`config.mk`:
```
export PLATFORM = sky130hd
export DESIGN_NAME = gf180mcu_fd_sc_mcu7t5v0__oai32_arc_sweep_ctrl
export DESIGN_NICKNAME = d
export VERILOG_FILES = /design/src/rtl/oai32_sweep_pkg.sv /design/src/rtl/oai32_arc_decode.sv /design/src/rtl/gf180mcu_fd_sc_mcu7t5v0__oai32_arc_sweep_ctrl.sv
export SDC_FILE = /design/constraint.sdc
export NUM_CORES = 1
export LEC_CHECK = 0
export ABC_AREA = 1
export CAP_MARGIN = 20
export CORE_MARGIN = 5
export CORE_UTILIZATION = 25
export DETAILED_ROUTE_END_ITERATION = 7
export PLACE_DENSITY_LB_ADDON = 0.08
export SYNTH_ARGS = -nofsm -noshare
export SYNTH_HDL_FRONTEND = slang
export SYNTH_SLANG_ARGS = --single-unit
```
`constraint.sdc`:
```
create_clock -name CLK -period 2.79 [get_ports CLK]
set_input_delay 0.279 -clock CLK [delete_from_list [all_inputs] [get_ports CLK]]
set_output_delay 0.279 -clock CLK [all_outputs]
set_load 0.01 [all_outputs]
```
`src/rtl/oai32_sweep_pkg.sv`:
```
// Shared types and constants for the oai32 timing-arc sweep controller.
// The arc table covers every sensitizable arc of ZN = ~((A1|A2|A3) & (B1|B2)).
package oai32_sweep_pkg;

  typedef enum logic [2:0] {
    ST_IDLE,
    ST_DRIVE,
    ST_SETTLE,
    ST_CHECK,
    ST_NEXT,
    ST_DONE
  } state_t;

  localparam int NUM_ARCS = 23;
  localparam int ARC_W = 5;
  localparam logic [ARC_W-1:0] NO_FAIL_ARC = 5'h1F;
  localparam logic [ARC_W-1:0] LAST_ARC = 5'(NUM_ARCS - 1);
  localparam logic [1:0] NO_FAIL_STEP = 2'd3;

  // Target pin goes 0,1,0 across steps 0..2, so the ideal ZN is 1,0,1; bit 3 is unused.
  localparam logic [3:0] EXP_ZN = 4'b0101;

  function automatic logic exp_zn(input logic [1:0] step);
    return EXP_ZN[step];
  endfunction

endpackage

```
`src/rtl/oai32_arc_decode.sv`:
```
// Maps (arc, step) to the pin vector {A1,A2,A3,B1,B2} for the cell under test.
// Only the target pin depends on step; the sensitizing pins are fixed per arc.
module oai32_arc_decode
  import oai32_sweep_pkg::*;
(
  input  logic [ARC_W-1:0] arc_idx,
  input  logic [1:0]       step,
  output logic [4:0]       pins
);

  logic       tv;
  logic [2:0] a_sel;
  logic [1:0] b_sel;

  always_comb begin
    tv    = (step == 2'd1);
    a_sel = 3'b000;
    b_sel = 2'b00;
    pins  = 5'b00000;
    if (arc_idx < 5'd9) begin
      // A-pin arcs: one-hot A target, B side walks through 01, 10, 11
      if (arc_idx < 5'd3) begin
        a_sel = 3'b100;
        b_sel = arc_idx[1:0] + 2'd1;
      end else if (arc_idx < 5'd6) begin
        a_sel = 3'b010;
        b_sel = 2'(arc_idx - 5'd3) + 2'd1;
      end else begin
        a_sel = 3'b001;
        b_sel = 2'(arc_idx - 5'd6) + 2'd1;
      end
      pins = {(tv ? a_sel : 3'b000), b_sel};
    end else if (arc_idx < 5'd16) begin
      pins = {3'(arc_idx - 5'd8), tv, 1'b0};
    end else if (arc_idx <= LAST_ARC) begin
      pins = {3'(arc_idx - 5'd15), 1'b0, tv};
    end
  end

endmodule

```
`src/rtl/gf180mcu_fd_sc_mcu7t5v0__oai32_arc_sweep_ctrl.sv`:
```
// Sweeps all 23 conditional arcs of an oai32 cell, toggling each target 0->1->0
// and comparing the sampled ZN against the ideal function after a settle window.
//
// state  | meaning
// IDLE   | waiting for start; pins held at 0
// DRIVE  | register the vector for (arc_idx, step)
// SETTLE | wait SETTLE_CYC cycles for the cell output to settle
// CHECK  | compare zn_obs with the ideal value, count mismatches
// NEXT   | advance to the next arc or finish
// DONE   | one-cycle done pulse, pins back at 0
module gf180mcu_fd_sc_mcu7t5v0__oai32_arc_sweep_ctrl
  import oai32_sweep_pkg::*;
#(
  parameter int SETTLE_CYC = 4,
  parameter int CNT_W      = 8
) (
  input  logic             CLK,
  input  logic             RN,
  input  logic             start,
  input  logic             abort,
  input  logic             zn_obs,
  output logic             A1,
  output logic             A2,
  output logic             A3,
  output logic             B1,
  output logic             B2,
  output logic             busy,
  output logic             done,
  output logic             pass,
  output logic [CNT_W-1:0] err_cnt,
  output logic [ARC_W-1:0] first_fail_arc,
  output logic [1:0]       first_fail_step,
  output logic [ARC_W-1:0] arc_idx
);

  localparam logic [7:0] SETTLE_LOAD = 8'(SETTLE_CYC - 1);

  state_t     state, state_nxt;
  logic [1:0] step;
  logic [7:0] settle_cnt;
  logic [4:0] pins, vec;
  logic       mismatch;

  oai32_arc_decode u_decode (
    .arc_idx (arc_idx),
    .step    (step),
    .pins    (vec)
  );

  // X on zn_obs must count as a failure, hence the case inequality
  assign mismatch = (zn_obs !== exp_zn(step));

  always_comb begin
    state_nxt = state;
    if (abort) begin
      state_nxt = ST_IDLE;
    end else begin
      case (state)
        ST_IDLE:   if (start) state_nxt = ST_DRIVE;
        ST_DRIVE:  state_nxt = ST_SETTLE;
        ST_SETTLE: if (settle_cnt == 8'd0) state_nxt = ST_CHECK;
        ST_CHECK:  state_nxt = (step == 2'd2) ? ST_NEXT : ST_DRIVE;
        ST_NEXT:   state_nxt = (arc_idx == LAST_ARC) ? ST_DONE : ST_DRIVE;
        ST_DONE:   state_nxt = ST_IDLE;
        default:   state_nxt = ST_IDLE;
      endcase
    end
  end

  always_ff @(posedge CLK) begin
    if (!RN) state <= ST_IDLE;
    else     state <= state_nxt;
  end

  always_ff @(posedge CLK) begin
    if (!RN) begin
      pins            <= 5'b00000;
      pass            <= 1'b0;
      err_cnt         <= '0;
      first_fail_arc  <= NO_FAIL_ARC;
      first_fail_step <= NO_FAIL_STEP;
      arc_idx         <= '0;
      step            <= 2'd0;
      settle_cnt      <= 8'd0;
    end else if (abort) begin
      pins <= 5'b00000;
      pass <= 1'b0;
    end else begin
      case (state)
        ST_IDLE: begin
          if (start) begin
            err_cnt         <= '0;
            first_fail_arc  <= NO_FAIL_ARC;
            first_fail_step <= NO_FAIL_STEP;
            pass            <= 1'b0;
            arc_idx         <= '0;
            step            <= 2'd0;
          end
        end
        ST_DRIVE: begin
          pins       <= vec;
          settle_cnt <= SETTLE_LOAD;
        end
        ST_SETTLE: begin
          if (settle_cnt != 8'd0) settle_cnt <= settle_cnt - 8'd1;
        end
        ST_CHECK: begin
          if (mismatch) begin
            if (!(&err_cnt)) err_cnt <= err_cnt + CNT_W'(1);
            // err_cnt only grows within a sweep, so zero marks the first failure
            if (err_cnt == '0) begin
              first_fail_arc  <= arc_idx;
              first_fail_step <= step;
            end
          end
          if (step != 2'd2) step <= step + 2'd1;
        end
        ST_NEXT: begin
          if (arc_idx == LAST_ARC) begin
            pins <= 5'b00000;
            pass <= (err_cnt == '0);
          end else begin
            arc_idx <= arc_idx + 5'd1;
            step    <= 2'd0;
          end
        end
        default: ;
      endcase
    end
  end

  assign {A1, A2, A3, B1, B2} = pins;
  assign busy = (state != ST_IDLE) && (state != ST_DONE);
  assign done = (state == ST_DONE);

endmodule

```
== Yosys cells after proc, flatten, opt, wreduce, memory -nomap -nowiden ==
Cells that the tools add are included.

* Word-level logic and storage cells: 110
* ROM bits: 0
* Output and inout bits: 28
* Bits in latches: 0
* Bits in registers: 39
* Input bits: 5
* Bits in writable memories: 0
* Memories: 0

* $mul: 0
* Eq/ne operators: 20
* Reductions and logical operators: 21
* $lt $le $gt $ge: 6
* Bitwise logic cells: 2
* $add $sub $neg: 11
* Mux-type cells: 41
* Div/mod/pow operators: 0
* Shift operators: 0

{| class="wikitable"
|+ Operators by type and width
! cell !! number
|-
| 2-to-1 mux 5 bit || 9
|-
| 2-to-1 mux 8 bit || 4
|-
| case mux 8 bit (2 select lines) || 2
|-
| case mux 5 bit (2 select lines) || 3
|-
| != test 2 bit (second input constant) || 10
|-
| 2-to-1 mux 2 bit || 9
|-
| 2-to-1 mux 3 bit || 6
|-
| logical NOT 8 bit || 2
|-
| case mux 3 bit (5 select lines) || 1
|-
| AND reduction 5 bit || 3
|-
| adder 2 x 1 -> 2 bit (second input constant) || 4
|-
| adder 8 x 1 -> 8 bit (second input constant) || 1
|-
| AND reduction 8 bit || 1
|-
| nonzero test 2 bit || 4
|-
| nonzero test 8 bit || 1
|-
| subtractor 8 x 1 -> 8 bit (second input constant) || 1
|-
| == test 3 x 2 -> 1 bit (second input constant) || 2
|-
| == test 3 bit (second input constant) || 2
|-
| case mux 2 bit (3 select lines) || 1
|-
| AND reduction 3 bit || 2
|-
| nonzero test 3 bit || 2
|-
| adder 5 x 1 -> 5 bit (second input constant) || 1
|-
| == test 5 bit (second input constant) || 1
|-
| <= comparator 5 bit (second input constant) || 1
|-
| other kinds (23) || 28
|}

== Depth between registers and ports, before layout ==
Gate-level depths: netlist of the first run.

* Depth after elaboration: 6
* Gate-level depth with buffers: 11

== By module ==
From an unflattened synthesis of the first run, not the netlist that was laid out.

* Cells, all modules: 392
* Area, all modules: 2532.4 um^2

{| class="wikitable"
|+ Modules (own cells, without submodules)
! module !! cells each !! times used !! area each (um^2) !! sequential area each (um^2)
|-
| gf180mcu_fd_sc_mcu7t5v0__oai32_arc_sweep_ctrl || 342 || 1 || 2292.2 || 780.7
|-
| oai32_arc_decode || 50 || 1 || 240.2 || 0.0
|}

== Worst setup path before layout of the first run ==
Ideal clock, no wire load.

* Path type: register to register
* From: reg step[0]
* To: reg first_fail_arc[0]
* Arrival: 1334 ps
* Stages on the path, launching flop included: 11
* Slack: 1334 ps
* Clock period less this slack: 1456 ps
* Cells stage by stage: dfxtp_1 inv_1 ha_1 o21ai_0 nand2_1 nand2_1 nand2_4 nor2_8 inv_4 nand2_1 nand3_1

* Cells in the longest elaborated chain, start to end: 5

{| class="wikitable"
|+ RTL lines
! element !! RTL line !! source
|-
| from (decl) || gf180mcu_fd_sc_mcu7t5v0__oai32_arc_sweep_ctrl.sv:39 || <nowiki>logic [1:0] step;</nowiki>
|-
| from (signal assigned) || gf180mcu_fd_sc_mcu7t5v0__oai32_arc_sweep_ctrl.sv:116 || <nowiki>if (step != 2'd2) step <= step + 2'd1;</nowiki>
|-
| binary-select mux 1 bit (select 2 bit) || oai32_sweep_pkg.sv:24 || <nowiki>return EXP_ZN[step];</nowiki>
|-
| 2-to-1 mux 1 bit (not written as such) || oai32_sweep_pkg.sv:24 ||
|-
| !== test 1 bit || gf180mcu_fd_sc_mcu7t5v0__oai32_arc_sweep_ctrl.sv:51 || <nowiki>assign mismatch = (zn_obs !== exp_zn(step));</nowiki>
|-
| != test 2 bit (no source line) || -- ||
|-
| AND reduction 5 bit (no source line) || -- ||
|-
| to (signal assigned) || gf180mcu_fd_sc_mcu7t5v0__oai32_arc_sweep_ctrl.sv:112 || <nowiki>first_fail_arc <= arc_idx;</nowiki>
|-
| to (decl) || gf180mcu_fd_sc_mcu7t5v0__oai32_arc_sweep_ctrl.sv:31 || <nowiki>output logic [ARC_W-1:0] first_fail_arc,</nowiki>
|}

Every way passes these cells. The select of a mux whose other input is x is not followed.
A chain may end at the register's enable or synchronous reset.

== Worst setup path after layout of the first run ==
* From: reg state[0]
* To: out done

* Cells in the longest elaborated chain, start to end: 1

{| class="wikitable"
|+ RTL lines
! element !! RTL line !! source
|-
| from (decl) || gf180mcu_fd_sc_mcu7t5v0__oai32_arc_sweep_ctrl.sv:38 || <nowiki>state_t state, state_nxt;</nowiki>
|-
| from (signal assigned) || gf180mcu_fd_sc_mcu7t5v0__oai32_arc_sweep_ctrl.sv:72 || <nowiki>else state <= state_nxt;</nowiki>
|-
| == test 3 bit || gf180mcu_fd_sc_mcu7t5v0__oai32_arc_sweep_ctrl.sv:134 || <nowiki>assign done = (state == ST_DONE);</nowiki>
|-
| to (decl) || gf180mcu_fd_sc_mcu7t5v0__oai32_arc_sweep_ctrl.sv:28 || <nowiki>output logic done,</nowiki>
|}

Every way passes these cells.

==> results of run 1 <==
## where the power goes
part | internal [uW] | switching, uW | total (uW)
sequential | 572 | 12.9 | 585
combinational | 72.1 | 110 | 183
clock | 358 | 215 | 573
total | 1000 | 339 | 1340
## metrics by stage
step / setup WS, ns / power, uW / std cells
2_1_floorplan: 1.33 / 716 / 384
3_3_place_gp: 0.903 / 785 / 545
3_5_place_dp: 0.929 / 785 / 545
4_1_cts: 0.786 / 1360 / 553
5_1_grt: 0.683 / 1410 / 553
6_report: 0.812 / 1340 / 553
## synth_stat cells
cell type  number  area share
a21oi_1        30       0.061
a21oi_2         3       0.011
a41oi_1         1      0.0036
buf_2           3      0.0061
buf_6           1      0.0046
clkbuf_1        3      0.0046
clkinv_1        1      0.0015
dfxtp_1        39        0.32
ha_1            8       0.041
inv_1          43       0.066
inv_2           3      0.0046
inv_4           1      0.0026
nand2_1       121        0.19
nand2_2         7       0.018
nand2_4         3       0.014
nand3_1        37       0.076
nand3_2         2      0.0082
nand3b_1        1      0.0031
nand4_1         6       0.015
nor2_1         39       0.060
nor2_2          1      0.0026
nor2_4          2      0.0092
nor2_8          2       0.016
nor3_1          1      0.0020
o21ai_0        14       0.029
o21ai_1         2      0.0041
o21ai_2         2      0.0071
o21bai_1        3      0.0092
xnor2_1         2      0.0071
xor2_1          3       0.011
## worst register-to-register path, cell delays in order, from the launching register on
cell,delay (ns)
dfxtp_1,0.49
nand2_2,0.11
nor2_4,0.23
inv_2,0.17
nand2_4,0.10
nand4_1,0.34
nand2_1,0.15
a21oi_1,0.07
## state kept, by name (all words and copies together) (netlist names)
signal	cells
step	2
settle_cnt	8
arc_idx	5
err_cnt	8
pins	5
first_fail_step	2
pass	1
first_fail_arc	5
state	3
## routing by layer
| layer | GRT usage | up-vias | share of wire |
|---|---|---|---|
| met3 | 0.0290 | 7 | 0.039 |
| li1 | - | 1293 | - |
| met2 | 0.203 | 33 | 0.48 |
| met1 | 0.152 | 1136 | 0.47 |
| met5 | 0 | - | 0 |
| met4 | 0.0325 | 0 | 0.011 |
## cell families (layout without fill, tap and decap cells)
group,after synthesis,count (layout),share of synthesized area
adder cells (fa/ha/maj),8,8,0.0408
AND/OR/NAND/NOR,222,222,0.409
flip-flops,39,39,0.318
buffers and inverters,55,91,0.0898
AO/OA/AOI/OAI,55,55,0.124
XOR/XNOR,5,5,0.0179
## area by class of cell
cell class / count / area share
timing repair buffer: 35 / 0.112
inverter: 48 / 0.0598
tap: 133 / 0.0544
sequential: 39 / 0.255
clock buffer: 6 / 0.0237
clock inverter: 2 / 0.0196
multi-input combinational: 290 / 0.475
## final timing paths
check | startpoint | end | slack [ns]
setup / recovery | state[0]$_SDFFE_PP0P_ | done | 0.81
hold reg to reg | first_fail_arc[1]$_SDFFE_PN1P_ | first_fail_arc[1]$_SDFFE_PN1P_ | 0.46
hold / removal | first_fail_arc[1]$_SDFFE_PN1P_ | first_fail_arc[1]$_SDFFE_PN1P_ | 0.46
setup reg to reg | state[1]$_SDFFE_PP0P_ | err_cnt[5]$_SDFFE_PN0P_ | 1.00
==> flow_summary.yaml, run 1 <==
routing:
  post_drt_via_cell_ratio: 4.46
  drtIter0Drc: 51
  num_vias: 2469
  drcViolationCount: 0
  drt-total-wl_mm: 6.82
  wl_per_cell_um: 12.3
  drtAntennaViolNets: 0
  drt_first_pass_iters: 4
synth:
  yosysUniqueCellTypes: 30
  synth-seq-cells: 39
  synth-warning-count: 0
  syn_avg_cell_area_sq_um: 6.39
  synth_cells: 384
  synth.cell_area_sq_mm: 0.00245
  yosysSeqAreaShare: 0.318
  syn_nets: 397
critical_path:
  cp.required_ns: 2.51
  crit_family: "buffers and inverters"
  cp.arrival_ns: 1.70
  cpPeakStageDelay_ns: 0.59
  path_cells: "inv_1 -> nor3_1 -> clkdlybuf4s50_1"
  cp_slowest_cell: "clkdlybuf4s50_1"
  cp.depth: 3
  critPathKind: "flip-flop to primary output"
  cp.buffers_inverters: 2
  reg2reg_depth: 7
  critPathMaxFanout: 4
  cp-end-kind: "primary output"
  critPathLaunchType: "flip-flop"
global_routing:
  grt.overflow.total: 0
  antenna_found_initial: 0
  grt_pass1_wl_mm: 11.3
  grt_pass1_vias: 2347
  track_usage: 0.120
  grt_max_degree: 13
layout:
  final_area_sq_mm: 0.00306
  fillers: 1087
  final_cell_mix: "nand2_1, inv_1, nor2_1, dfxtp_1, nand3_1"
  antenna_cells: 0
  area_growth_pct: 24.6
  final_common_cell: "nand2_1"
  finish.utilization: 0.316
  seqCellArea_sq_um: 781
  multiInputGateArea_sq_mm: 0.00145
  drive_above_1_share: 0.0857
  nNetsFinal: 432
timing:
  rsz0062_at_grt: "false"
  fin_crit_ns: 1.98
  period_share: 0.709
  drv_slew: 0
  setup_viol: 0
  setup_tns_ns: 0
  slew_headroom: 0.708
  clock.fmax_mhz: 506
  clock_skew_ns: 0.0112
  worstMarginPinSlew_ns: 0.438
  whs_ns: 0.463
  hold_viol_final: 0
place:
  gp_congestion: 0.763
  io_buffers: 32
  placed_cell_area_sq_mm: 0.00292
  hpwl_mm: 5.13
cts:
  post_cts_buffers: 0
  cts-htree-levels: 2
  clkTransAtPathRegs_ns: 0.08
  cts_made_buffers: 5
  cts_tree: "yes"
  cts_root_buf: "clkbuf_8"
  clock_path_buffers: 2
  cts_resized: 0
  cts.sinks: 39
  clock_latency_ns: 0.30
  hold_buffers: 0
power_and_ir_drop:
  p_leak_uw: 0.00128
  ir_drop_mv: 0.197
  powerDensity_mw_per_mm2: 439
floorplanning:
  dieArea_sq_mm: 0.0119
  rows: 36
  initial_utilization: 0.253
  fp.dieH_um: 109
  pin_count: 33
  die_x_um: 109
  coreArea_sq_mm: 0.00968
hold_path:
  hold_depth: 2
  worstHoldPathType: "flip-flop to flip-flop"
outcome:
  status: "completed"
flow_run:
  cap_violations: 0
Power figures use the tool's default switching activity.
==> run 2, diff against run 1 <==
- clock period: 2.79 -> 1.95 ns (I/O delays scaled with it)
==> run 2 against run 1 <==
Against the previous run:
- sequential share of layout area increased by 0.12 points
- sequential power increased by 43%
- non-clock buffer count increased by 4
- register-to-register slack got worse by 0.76 ns
- critical path type unchanged
- power increased by 24%
- flip-flop and latch count unchanged
- die area unchanged
==> flow_summary.yaml, run 2 (same netlist as run 1, synthesis figures left out) <==
outcome:
  status: "completed"
place:
  gp_congestion: 0.790
  io_buffers: 32
  hpwl_mm: 5.03
  pre_cts_ws_ns: 0.240
  placed_cells: 549
  placed_cell_area_sq_mm: 0.00295
timing:
  fin_ws_ns: 0.0905
  clock_skew_ns: 0.0123
  setup_viol: 0
  fin_crit_ns: 1.86
  setup_tns_ns: 0
  rsz0062_at_grt: "false"
  clock.fmax_mhz: 538
  drv_slew: 0
  worstMarginPinSlew_ns: 0.415
  hold_viol_final: 0
  period_share: 0.954
  slew_headroom: 0.723
critical_path:
  timing.rr.end: "err_cnt[7]$_SDFFE_PN0P_"
  cp-end-kind: "primary output"
  rrSetupSlack_ns: 0.24
  worstReg2RegStart: "step[0]$_SDFFE_PN0P_"
  cp.required_ns: 1.75
  critPathLaunchType: "flip-flop"
  reg2reg_depth: 8
  cp.arrival_ns: 1.66
  endpoint: "done"
  crit_start: "state[0]$_SDFFE_PP0P_"
  critPathKind: "flip-flop to primary output"
  critPathMaxFanout: 4
layout:
  instances_no_fill: 557
  drive_above_1_share: 0.0967
  final_cell_mix: "nand2_1, inv_1, nor2_1, dfxtp_1, nand3_1"
  final_common_cell: "nand2_1"
  area_growth_pct: 24.1
  nNetsFinal: 436
  top_regs: "err_cnt x8, settle_cnt x8"
  fillers: 1093
  antenna_cells: 0
  final_area_sq_mm: 0.00304
routing:
  drt_first_pass_iters: 4
  drtAntennaViolNets: 0
  drcViolationCount: 0
  wl_per_cell_um: 12.0
  drtIter0Drc: 75
  post_drt_via_cell_ratio: 4.40
  num_vias: 2451
  drt-total-wl_mm: 6.68
cts:
  cts_resized: 0
  hold_buffers: 0
  clock_path_buffers: 2
  cts_made_buffers: 5
  cts-htree-levels: 2
  cts.sinks: 39
  cts_root_buf: "clkbuf_8"
  clock_latency_ns: 0.30
  clkTransAtPathRegs_ns: 0.09
  post_cts_buffers: 0
  cts_tree: "yes"
global_routing:
  grt_max_degree: 20
  grt_pass1_vias: 2392
  grt_pass1_wl_mm: 11.5
  track_usage: 0.120
  grt.overflow.total: 0
  antenna_found_initial: 0
floorplanning:
  initial_utilization: 0.253
  coreArea_sq_mm: 0.00968
  pin_count: 33
  rows: 36
  dieArea_sq_mm: 0.0119
  die_x_um: 109
  fp.dieH_um: 109
power_and_ir_drop:
  ir_drop_mv: 0.208
  p_leak_uw: 0.00127
  powerDensity_mw_per_mm2: 548
flow_run:
  cap_violations: 0
hold_path:
  worstHoldPathType: "flip-flop to flip-flop"
==> run 2: cell count changes in the layout (fill, tap and decap cells not counted) <==
cell,change
buf_4,+4
bufinv_16,-2
clkinvlp_4,+2
clkinv_2,+1
clkbuf_1,-1
==> run 2: final cells by class <==
type,count,area [sq um],share of cell area
well taps,133,166,0.0547
clock buffers,5,68.8,0.0226
clock inverters,3,20.0,0.00658
multi-input cells,290,1450,0.477
repair buffers,39,373,0.123
flip-flops and latches,39,781,0.257
inverters,48,183,0.0600
==> run 2: metal layers <==
layer / vias up / global-route usage / part of all wire
met5: - / 0 / 0
met4: 0 / 0.0379 / 0.016
met3: 9 / 0.0261 / 0.040
met2: 42 / 0.196 / 0.45
met1: 1101 / 0.158 / 0.49
li1: 1299 / - / -
==> run 2: how the worst min path moves through the flow <==
stage                                         from                             end  slack [ns]  cells past startpoint
floorplan                                    abort      settle_cnt[7]$_SDFFE_PN0P_        0.38                      3
finish              first_fail_arc[1]$_SDFFE_PN1P_  first_fail_arc[1]$_SDFFE_PN1P_        0.46                      2
global placement    first_fail_arc[0]$_SDFFE_PN1P_  first_fail_arc[0]$_SDFFE_PN1P_        0.44                      2
CTS                           pins[4]$_SDFFE_PP0P_            pins[4]$_SDFFE_PP0P_        0.47                      2
detailed placement  first_fail_arc[4]$_SDFFE_PN1P_  first_fail_arc[4]$_SDFFE_PN1P_        0.45                      2
global route                  pins[4]$_SDFFE_PP0P_            pins[4]$_SDFFE_PP0P_        0.49                      2
==> run 2: metrics by stage <==
step                power (uW)  hold slack [ns]   util
detailed placement        1120            0.447  0.305
CTS                       1710            0.471  0.314
floorplan                 1020            0.381      -
finish                    1670            0.463  0.314
global placement          1120            0.444  0.305
global route              1770            0.489  0.314
==> run 2: power by group <==
group | internal [uW] | total, uW | switching, uW
logic | 106 | 264 | 158
clock network | 250 | 567 | 318
registers | 819 | 837 | 18.0
total | 1170 | 1670 | 494
==> run 2: critical path, stage by stage (launching register included) <==
cell	delay [ns]
dfxtp_1	0.44
inv_1	0.11
nor3_1	0.23
clkdlybuf4s50_1	0.59
==> run 3, diff against run 2 <==
- CTS_BUF_LIST: not set -> sky130_fd_sc_hd__clkbuf_4 sky130_fd_sc_hd__clkbuf_8 sky130_fd_sc_hd__clkbuf_16
==> results of run 3 <==
The final DEF is identical to that of run 2; final timing and power are the same.
